`src/rtl/bus_alu_stage.sv`:
```
// Multi-cycle execute stage: collects A then B from the operand bus, computes into G.
// Single-cycle ALU ops complete in OPB; MUL iterates one shift-add step per cycle.
module bus_alu_stage #(
    parameter int WIDTH   = 16,
    parameter int SHAMT_W = 4
) (
    input  logic             clk,
    input  logic             rst_n,
    input  logic [WIDTH-1:0] bus_in,
    input  logic             start,
    input  logic [2:0]       op,
    output logic             busy,
    output logic             done,
    output logic [WIDTH-1:0] g_out,
    output logic             flag_z,
    output logic             flag_n,
    output logic             flag_c,
    output logic             flag_v
);

    localparam logic [2:0] OP_ADD = 3'b000;
    localparam logic [2:0] OP_SUB = 3'b001;
    localparam logic [2:0] OP_AND = 3'b010;
    localparam logic [2:0] OP_OR  = 3'b011;
    localparam logic [2:0] OP_XOR = 3'b100;
    localparam logic [2:0] OP_SLL = 3'b101;
    localparam logic [2:0] OP_SRL = 3'b110;
    localparam logic [2:0] OP_MUL = 3'b111;

    localparam logic [SHAMT_W-1:0] LAST = SHAMT_W'(WIDTH - 1);

    typedef enum logic [1:0] {
        S_IDLE,
        S_OPB,
        S_MUL,
        S_DONE
    } state_t;

    state_t             state_q, state_d;
    logic [WIDTH-1:0]   a_q, a_d;
    logic [WIDTH-1:0]   b_q, b_d;
    logic [WIDTH-1:0]   g_q, g_d;
    logic [WIDTH-1:0]   acc_q, acc_d;
    logic [2:0]         op_q, op_d;
    logic [SHAMT_W-1:0] step_q, step_d;
    logic               z_q, z_d, n_q, n_d, c_q, c_d, v_q, v_d;

    logic [WIDTH-1:0]   alu_g;
    logic               alu_c, alu_v;
    logic [WIDTH:0]     sum, dif, shl, shr;
    logic [SHAMT_W-1:0] shamt;
    logic [WIDTH-1:0]   mul_acc;
    logic               wr_res;

    // B is taken straight from the bus so single-cycle ops finish in OPB
    always_comb begin
        shamt = bus_in[SHAMT_W-1:0];
        sum   = {1'b0, a_q} + {1'b0, bus_in};
        dif   = {1'b0, a_q} - {1'b0, bus_in};
        shl   = {1'b0, a_q} << shamt;
        shr   = {a_q, 1'b0} >> shamt;
        alu_g = '0;
        alu_c = 1'b0;
        alu_v = 1'b0;
        unique case (op_q)
            OP_ADD: begin
                alu_g = sum[WIDTH-1:0];
                alu_c = sum[WIDTH];
                alu_v = (a_q[WIDTH-1] == bus_in[WIDTH-1]) &&
                        (sum[WIDTH-1] != a_q[WIDTH-1]);
            end
            OP_SUB: begin
                alu_g = dif[WIDTH-1:0];
                alu_c = dif[WIDTH];
                alu_v = (a_q[WIDTH-1] != bus_in[WIDTH-1]) &&
                        (dif[WIDTH-1] != a_q[WIDTH-1]);
            end
            OP_AND: alu_g = a_q & bus_in;
            OP_OR:  alu_g = a_q | bus_in;
            OP_XOR: alu_g = a_q ^ bus_in;
            OP_SLL: begin
                alu_g = shl[WIDTH-1:0];
                alu_c = shl[WIDTH];
            end
            OP_SRL: begin
                alu_g = shr[WIDTH:1];
                alu_c = shr[0];
            end
            default: alu_g = '0;
        endcase
    end

    always_comb begin
        mul_acc = acc_q;
        if (b_q[step_q]) begin
            mul_acc = acc_q + (a_q << step_q);
        end
    end

    always_comb begin
        state_d = state_q;
        a_d     = a_q;
        b_d     = b_q;
        g_d     = g_q;
        acc_d   = acc_q;
        op_d    = op_q;
        step_d  = step_q;
        z_d     = z_q;
        n_d     = n_q;
        c_d     = c_q;
        v_d     = v_q;
        wr_res  = 1'b0;
        unique case (state_q)
            S_IDLE: begin
                if (start) begin
                    a_d     = bus_in;
                    op_d    = op;
                    state_d = S_OPB;
                end
            end
            S_OPB: begin
                b_d = bus_in;
                if (op_q == OP_MUL) begin
                    acc_d   = '0;
                    step_d  = '0;
                    state_d = S_MUL;
                end else begin
                    g_d     = alu_g;
                    c_d     = alu_c;
                    v_d     = alu_v;
                    wr_res  = 1'b1;
                    state_d = S_DONE;
                end
            end
            S_MUL: begin
                acc_d  = mul_acc;
                step_d = step_q + 1'b1;
                if (step_q == LAST) begin
                    g_d     = mul_acc;
                    c_d     = 1'b0;
                    v_d     = 1'b0;
                    wr_res  = 1'b1;
                    state_d = S_DONE;
                end
            end
            default: state_d = S_IDLE;
        endcase
        if (wr_res) begin
            z_d = (g_d == '0);
            n_d = g_d[WIDTH-1];
        end
    end

    always_ff @(posedge clk or negedge rst_n) begin
        if (!rst_n) begin
            state_q <= S_IDLE;
            a_q     <= '0;
            b_q     <= '0;
            g_q     <= '0;
            acc_q   <= '0;
            op_q    <= '0;
            step_q  <= '0;
            z_q     <= 1'b0;
            n_q     <= 1'b0;
            c_q     <= 1'b0;
            v_q     <= 1'b0;
        end else begin
            state_q <= state_d;
            a_q     <= a_d;
            b_q     <= b_d;
            g_q     <= g_d;
            acc_q   <= acc_d;
            op_q    <= op_d;
            step_q  <= step_d;
            z_q     <= z_d;
            n_q     <= n_d;
            c_q     <= c_d;
            v_q     <= v_d;
        end
    end

    assign busy   = (state_q == S_OPB) || (state_q == S_MUL);
    assign done   = (state_q == S_DONE);
    assign g_out  = g_q;
    assign flag_z = z_q;
    assign flag_n = n_q;
    assign flag_c = c_q;
    assign flag_v = v_q;

endmodule

```
`config.mk`:
```
export PLATFORM = sky130hd
export DESIGN_NAME = bus_alu_stage
export DESIGN_NICKNAME = d
export VERILOG_FILES = /design/src/rtl/bus_alu_stage.sv
export SDC_FILE = /design/constraint.sdc
export NUM_CORES = 1
export LEC_CHECK = 0
export ABC_AREA = 1
export BUFFER_PORTS_ARGS = -buffer_cell sky130_fd_sc_hd__clkbuf_2
export CORE_ASPECT_RATIO = 0.7
export CORE_UTILIZATION = 25
export DETAILED_ROUTE_END_ITERATION = 16
export SLEW_MARGIN = 20
export SYNTH_ARGS = -nofsm -noshare
export SYNTH_HDL_FRONTEND = slang
export SYNTH_SLANG_ARGS = --single-unit
```
`constraint.sdc`:
```
create_clock -name clk -period 4.7 [get_ports clk]
set_clock_uncertainty 0.2 [all_clocks]
set_input_delay 0.235 -clock clk [delete_from_list [all_inputs] [get_ports clk]]
set_output_delay 0.235 -clock clk [all_outputs]
set_load 0.03 [all_outputs]
```
[Word level (Yosys, flattened, before mapping)]
Cells that the tools add are included.
Storage, ports and cells
  input bits: 22
  memories kept: 0
  bits in latches: 0
  memory bits (read-only): 0
  logic and storage cells: 77
  memory bits (writable): 0
  flip-flop bits (word level): 77
Cells by class
  multipliers: 0
  equal/unequal tests: 19
  add/subtract/negate cells: 4
  multiplexer cells: 25
  shifts and indexed selects: 3
  reductions and logical operators: 11
  div/mod/pow operators: 0
  $lt $le $gt $ge: 1
  bitwise operators: 3
Operators with widths (count)
  $pmux W16 S7: 1
  $mux W16: 4
  $pmux W16 S2: 2
  $add A16 B16 Y17: 1
  $shl A16 B4 Y17: 1
  $shr A17 B4 Y17: 1
  $sub A16 B16 Y17: 1
  $add A16 B16 Y16: 1
  $and A16 B16 Y16: 1
  $logic_not A16 Y1: 1
  $or A16 B16 Y16: 1
  $shl A16 B4 Y16: 1
  $xor A16 B16 Y16: 1
  $eq A3 B3 Y1 const B: 4
  $ne A2 B2 Y1 const B: 4
  $pmux W1 S2: 4
  $pmux W4 S2: 1
  $mux W1: 7
  $eq A3 B2 Y1 const B: 2
  $pmux W2 S3: 1
  $reduce_and A2 Y1: 3
  $lt A4 B5 Y1 const B: 1
  $add A4 B1 Y4 const B: 1
  $bmux W1 S4: 1
  15 further kinds: 20

[Depth between registers and ports, before layout]
Gate-level depths: netlist (run 1).
  word-level depth: 6
  depth in mapped cells: 31
  gate-level depth less buffers: 28

[Worst setup path before layout (run 1)]
Ideal clock, no wire load.
  path kind: reg-to-reg
  start: register step_q[0]
  end: register z_q (netlist: flag_z)
  data required time: 4.435 ns
  stages on the path, launching flop included: 25
  arrival: 3.112 ns
  slack: 1.323 ns
  period minus slack after synthesis: 3.377 ns
  setup time: 0.065 ns
  cell sequence: dfrtp_1 -> buf_6 -> buf_8 -> buf_4 -> clkbuf_1 -> nor3_1 -> nand2_1 -> nor2_1 -> ha_1 -> inv_1 -> fa_1 -> inv_1 -> nand3_1 -> nand3_1 -> nand2_1 -> nand3_1 -> xor2_1 -> nand2_2 -> nand3_1 -> nand2_1 -> nor2_1 -> nand2_1 -> nor2_1 -> nand4_1 -> nand2_1
On the way
  cells in the longest elaborated chain, start to end: 6
Ends and longest elaborated chain
  start, declared: line 45  | logic [SHAMT_W-1:0] step_q, step_d;
  start signal, assigned: line 174  | step_q <= step_d;
  $shl A16 B4 Y16 / $bmux W1 S4 (equally long branches): line 96, 95
  $add A16 B16 Y16 / $mux W1 (equally long branches): line 96, 95
  $mux W16: line 95  | if (b_q[step_q]) begin
  $mux W16: line 138  | if (step_q == LAST) begin
  $pmux W16 S2: line 113  | unique case (state_q)
  $logic_not A16 Y1: line 149  | z_d = (g_d == '0);
  end signal, assigned: line 175  | z_q <= z_d;
  end, declared: line 46  | logic z_q, z_d, n_q, n_d, c_q, c_d, v_q, v_d;
Several ways; a longest one is shown, not always the timed one. The select of a mux whose other input is x is not followed.
A chain may end at the register's enable or synchronous reset.

[Worst setup path in the final report (run 1)]
Ends and elaborated chain as after synthesis.

==> run summary, run 1 <==
Number of diodes - 0
Met2 wire len - 14.5 mm
H-tree depth - 3
Final HPWL DP - 30.8 mm
Power per cell area - 771 nW/um^2
Hold slack - 0.0413 ns
Remaining antenna violation count - 0
Final wirelength - 38.5 mm
CTS clk-pin slew, worst paths - 0.07 ns
Avg WL per Cell - 18.1 um
Die Width - 235 um
Maximum vdd drop - 249 uV
Clock period minus worst slack - 4.00 ns
WP data arrival - 4.09 ns
Register area share after synthesis - 0.203
Post-route DRC - 0
Synth Cell Area - 9490 um^2
Headroom to the max-slew limit - 0.417
CTS Buf Count - 9
Via-to-Cell Ratio - 5.03
R2r startpoint - step_q[0]
Post-route non-filler standard cell count - 2,125
Gr usage total - 0.199
Area taken by multi-input logic gates - 6380 um^2
Max Used Layer - met4
Worst Hold End - b_q[8]
HP Class - in -> reg
RSZ-0062 raised after global routing - false
# IOs - 44
Leak - 5.70 nW
Via count - 10,700
Register area - 1930 um^2
Nets@finish - 1,729
Setup repair bufs after CTS - 0
Flop2flop setup slack - 0.70 ns
Clk root buf - clkbuf_16
Worst EP required - 4.79 ns
Die area - 38,800 um^2
Fin area - 10,500 um^2
Worst slew pin tran - 0.871 ns
Peak Freq - 250 MHz
Sum of routed wire segments on met1 - 19.0 mm
Total grt overflow - 0
Vias in the first global route - 9,602
First DRT Iteration DRCs - 1,254
Final slew viol count - 0
Ys Warns - 0
Placed cell count - 2,105
First-pass GRT wire length - 58.7 mm
Clk buf depth - 2
Post-Synthesis Cells - 1,613
Status - complete, no violations
Largest net degree at the start of global routing - 41
Synth unique cells - 47
Initial antenna violation count - 0
Die Ht - 165 um
Core ar. - 37,300 um^2
Kind of critical path - reg -> reg
Max_cap viols - 0
Final GP Congestion - 0.983
Hold Crit Depth - 3
R2R depth - 22
Wire length on met3 - 4.06 mm
Area Overhead vs Synth - 10.5%
Syn avg cell area - 5.89 um^2
Flops & latches, synth - 77
Row count - 59
Filler cells - 4,177
Hold_sp - bus_in[8]
Final TNS setup - 0 ns
Startpoint types - register
Final period util - 0.851
Drt first pass iters - 5
Share of layout cells above drive strength 1 - 0.0898
Later-pin clock latency in the skew report - 0.36 ns
Finish-stage setup viols - 0
Clock Sink Count - 77
Starting Density - 0.255
Placed inst area - 10,100 um^2
Cts repair resizes - 0
Port-buffer cells - 43
Hold Buf Count CTS - 4
Synth Net Count - 1,710
Crit path capture type - register
CTS tree - done
Maximum fanout along the worst path - 26
Hold Fails Final Rpt - 0
RR Endpoint - flag_z
-- final cells by class --
type	count	area share
sequential	77	0.184
inverter	214	0.0773
multi-input combinational	1258	0.608
clock buffer	10	0.0218
clock inverter	6	0.00894
timing repair buffer	72	0.0424
tap	488	0.0582
-- how the worst max path moves through the flow --
stage                          from  endpoint  slack, ns  cells after the start
after floorplan           step_q[0]    flag_z       1.32                     24
after global placement    step_q[0]    flag_z       0.72                     23
after detailed placement  step_q[0]    flag_z       0.73                     22
after CTS                 step_q[0]    flag_z       0.74                     22
after global routing      step_q[0]    flag_z       0.21                     21
final                     step_q[0]    flag_z       0.70                     22
-- where the power goes --
group / total [mW] / internal, mW / switching [mW]
Sequential: 1.33 / 0.934 / 0.394
Clock: 0.786 / 0.471 / 0.315
Combinational: 5.98 / 1.82 / 4.16
-- cells by family (layout without fill, tap and decap cells) --
group | Yosys count | after routing | share of synthesized area
compound gates | 185 | 185 | 0.107
xor+xnor | 8 | 8 | 0.00738
fa+ha+maj | 75 | 75 | 0.101
buf+inv | 278 | 302 | 0.125
flops | 77 | 77 | 0.203
mux | 1 | 1 | 0.00105
simple gates | 989 | 989 | 0.455
-- layer usage --
| metal | global-route usage | up-vias |
|---|---|---|
| li1 | - | 5221 |
| met1 | 0.306 | 4923 |
| met2 | 0.269 | 495 |
| met3 | 0.0471 | 44 |
| met4 | 0.0529 | 0 |
| met5 | 0 | - |
-- critical path: stages, from the launching register on --
cell,delay [ns]
dfrtp_1,0.88
buf_4,0.30
o21ai_0,0.13
mux2i_1,0.19
nand2_1,0.07
nand3_1,0.08
o21ai_0,0.18
ha_1,0.38
nand2_1,0.13
inv_1,0.05
a21oi_1,0.25
nor2_1,0.07
nor2_1,0.16
nand3b_1,0.11
nand2_1,0.08
nand2_1,0.05
o21ai_2,0.10
nor2_1,0.06
nor2_1,0.16
nand2_1,0.08
nor2_1,0.08
nand4_1,0.08
nand2_1,0.07
-- registers in the layout, summed over array words and instances (netlist names) --
| register | count |
|---|---|
| a_q | 16 |
| acc_q | 16 |
| b_q | 16 |
| g_out | 16 |
| step_q | 4 |
| op_q | 3 |
| state_q | 2 |
| flag_c | 1 |
| flag_n | 1 |
| flag_v | 1 |
| flag_z | 1 |
-- cells in the mapped netlist, drive strengths merged --
cell type | n | share of area
a21boi | 1 | 0.00079
a21o | 1 | 0.00079
a21oi | 58 | 0.031
a311oi | 1 | 0.00092
a31oi | 5 | 0.0033
and2 | 3 | 0.0020
and3 | 1 | 0.00066
buf | 40 | 0.030
clkbuf | 24 | 0.0095
clkinv | 4 | 0.0016
dfrtp | 77 | 0.20
fa | 3 | 0.0063
ha | 72 | 0.095
inv | 210 | 0.084
mux2i | 1 | 0.0011
nand2 | 558 | 0.23
nand3 | 253 | 0.14
nand3b | 7 | 0.0055
nand4 | 19 | 0.013
nor2 | 136 | 0.058
nor3 | 9 | 0.0053
o211ai | 6 | 0.0047
o21ai | 86 | 0.047
o21bai | 5 | 0.0040
o22ai | 18 | 0.012
o311ai | 1 | 0.00092
o31ai | 2 | 0.0016
o41ai | 1 | 0.00092
or2 | 3 | 0.0020
xnor2 | 4 | 0.0037
xor2 | 4 | 0.0037
-- through the flow --
step	power [mW]	setup WS, ns	util
after CTS	7.98	0.740	0.281
after detailed placement	7.16	0.732	0.272
after floorplan	5.49	1.32	-
final	8.09	0.700	0.281
after global placement	7.18	0.716	0.272
after global routing	8.88	0.215	0.281
-- placed cells by master, fill, tap and decap left out, drive strengths merged, types with 2 or more instances in the layout --
cell         count
a21oi           58
a31oi            5
and2             3
buf             26
bufinv           2
clkbuf          52
clkinv           5
dfrtp           77
dlygate4sd3      4
fa               3
ha              72
inv            212
nand2          558
nand3          253
nand3b           7
nand4           19
nor2           136
nor3             9
o211ai           6
o21ai           86
o21bai           5
o22ai           18
o31ai            2
or2              3
xnor2            4
xor2             4
No activity file was read; power rests on OpenSTA's default activity.
==> run 2, diff against run 1 <==
- RECOVER_POWER: unset -> 25
- SLEW_MARGIN: 20 -> 5
==> run 2 against run 1 <==
  * The flow now finishes with violations (max-capacitance violations, max-slew violations)
  * Non-clock buffer count unchanged
  * Global-route usage unchanged
  * Total power barely moved
  * Sequential share of layout area hardly changed
  * Largest cell class unchanged
==> run summary, run 2 (same netlist as run 1, synthesis figures left out) <==
RR Endpoint - flag_z
Filler cells - 4,181 (+0.096%)
Final period util - 0.859 (+0.00853)
Hold Fails Final Rpt - 0 (unchanged)
Startpoint types - register
Int Pwr - 3.22 mW (-0.21%)
Setup repair bufs after CTS - 0 (unchanged)
Setup ws final - 0.660 ns (-0.0401 ns)
Clk root buf - clkbuf_16
Hold Crit Depth - 3 (unchanged)
Failing checks - max-capacitance violations, max-slew violations
Max_cap viols - 1 (+1)
Starting Density - 0.255 (unchanged)
Final HPWL DP - 30.8 mm (unchanged)
Later-pin clock latency in the skew report - 0.36 ns (about the same)
Hold slack - 0.0428 ns (+0.00150 ns)
RSZ-0062 raised after global routing - false
Final wirelength - 38.4 mm (-0.36%)
First-pass GRT wire length - 58.7 mm (unchanged)
Final GP Congestion - 0.983 (unchanged)
Die Width - 235 um (unchanged)
R2R depth - 22 (unchanged)
Row count - 59 (unchanged)
Comb pwr share - 0.739 (about the same)
Worst Hold End - b_q[8]
Finish-stage setup viols - 0 (unchanged)
WP data arrival - 4.13 ns (+0.04 ns)
Worst EP required - 4.79 ns (about the same)
Power per cell area - 772 nW/um^2 (about the same)
Post-layout util - 0.281 (-0.000335)
Maximum fanout along the worst path - 26 (unchanged)
Via count - 10,600 (-0.39%)
Status - complete, but fails checks
Final slew viol count - 39 (+39)
Largest net degree at the start of global routing - 41 (unchanged)
Most frequent cells in the layout - nand2_1 (543), nand3_1 (237), inv_1 (195), nor2_1 (125), o21ai_0 (79)
Sequential share of power - 0.164 (about the same)
Crit path capture type - register
R2r startpoint - step_q[0]
Final TNS setup - 0 ns (unchanged)
Maximum vdd drop - 252 uV (+1.3%)
Share of layout cells above drive strength 1 - 0.0849 (-0.00489)
Post-route DRC - 0 (unchanged)
H-tree depth - 3 (unchanged)
Clk buf depth - 2 (unchanged)
Drt first pass iters - 6 (+1)
Hold_sp - bus_in[8]
Core ar. - 37,300 um^2 (unchanged)
Total grt overflow - 0 (unchanged)
# IOs - 44 (unchanged)
HP Class - in -> reg
Die Ht - 165 um (unchanged)
Peak Freq - 248 MHz (-0.99%)
Die area - 38,800 um^2 (unchanged)
Via-to-Cell Ratio - 5.01 (-0.39%)
Worst slew pin tran - 2.46 ns (+1.59 ns)
CTS clk-pin slew, worst paths - 0.07 ns (about the same)
Clock Sink Count - 77 (unchanged)
Flop2flop setup slack - 0.66 ns (-0.04 ns)
Gr usage total - 0.199 (unchanged)
Hold Buf Count CTS - 4 (unchanged)
First DRT Iteration DRCs - 1,206 (-3.8%)
Vias in the first global route - 9,602 (unchanged)
Commonest non-fill, non-tap cell in the layout - nand2_1
Remaining antenna violation count - 0 (unchanged)
Leak - 5.67 nW (-0.48%)
Nets@finish - 1,729 (unchanged)
Area Overhead vs Synth - 10.4%
Number of diodes - 0 (unchanged)
Switching Fraction - 0.602 (about the same)
Switching power - 4.87 mW (about the same)
CTS tree - done
CTS Buf Count - 9 (unchanged)
Avg WL per Cell - 18.0 um (-0.36%)
Headroom to the max-slew limit - -0.638 (-1.06)
Kind of critical path - reg -> reg
Initial antenna violation count - 0 (unchanged)
Final Total Pwr - 8.09 mW (about the same)
Clock period minus worst slack - 4.04 ns (+0.0401 ns)
Cts repair resizes - 0 (unchanged)
Port-buffer cells - 43 (unchanged)
Clock power share - 0.097 (about the same)
Pre-CTS setup slack - 0.732 ns (unchanged)
## run 2: layer usage
metal / part of all wire / vias to the layer above / GRT usage
met1: 0.49 / 4886 / 0.306
met4: 0.024 / 0 / 0.0529
met2: 0.38 / 490 / 0.269
met5: 0 / - / 0
li1: - / 5222 / -
met3: 0.11 / 43 / 0.0471
## run 2: final cells by class
cell class | count | area, um^2 | area share
multi-input combinational | 1258 | 6380 | 0.608
inverter | 214 | 811 | 0.0774
clock buffer | 10 | 229 | 0.0218
timing repair buffer | 72 | 433 | 0.0413
tap | 488 | 611 | 0.0583
clock inverter | 6 | 93.8 | 0.00895
sequential | 77 | 1930 | 0.184
## run 2: worst max-delay path by stage
stage,end,slack [ns],cells after the start,start
after global routing,flag_z,0.21,21,step_q[0]
after global placement,flag_z,0.72,23,step_q[0]
after floorplan,flag_z,1.32,24,step_q[0]
after CTS,flag_z,0.74,22,step_q[0]
final,flag_z,0.66,22,step_q[0]
after detailed placement,flag_z,0.73,22,step_q[0]
## run 2: critical path, cell delays in order, from the launching register on
cell,delay [ns]
dfrtp_1,0.88
buf_4,0.30
o21ai_0,0.13
mux2i_1,0.18
nand2_1,0.07
nand3_1,0.08
o21ai_0,0.18
ha_1,0.38
nand2_1,0.13
inv_1,0.05
a21oi_1,0.27
nor2_1,0.08
nor2_1,0.16
nand3b_1,0.11
nand2_1,0.08
nand2_1,0.05
o21ai_2,0.10
nor2_1,0.06
nor2_1,0.16
nand2_1,0.08
nor2_1,0.09
nand4_1,0.09
nand2_1,0.07
## run 2: power groups by stage
| stage | Clock, mW | Sequential, mW | Combinational (mW) |
|---|---|---|---|
| after floorplan | 0 | 1.26 | 4.23 |
| after global placement | 0 | 1.32 | 5.85 |
| after detailed placement | 0 | 1.33 | 5.83 |
| after CTS | 0.798 | 1.31 | 5.87 |
| after global routing | 0.822 | 1.37 | 6.68 |
| final | 0.785 | 1.33 | 5.98 |
## run 2: metrics by stage
step                      instances  area (um^2)
after CTS                      2125        10500
final                          2125        10500
after floorplan                1613         9490
after global routing           2125        10500
after global placement         2105        10100
after detailed placement       2105        10100
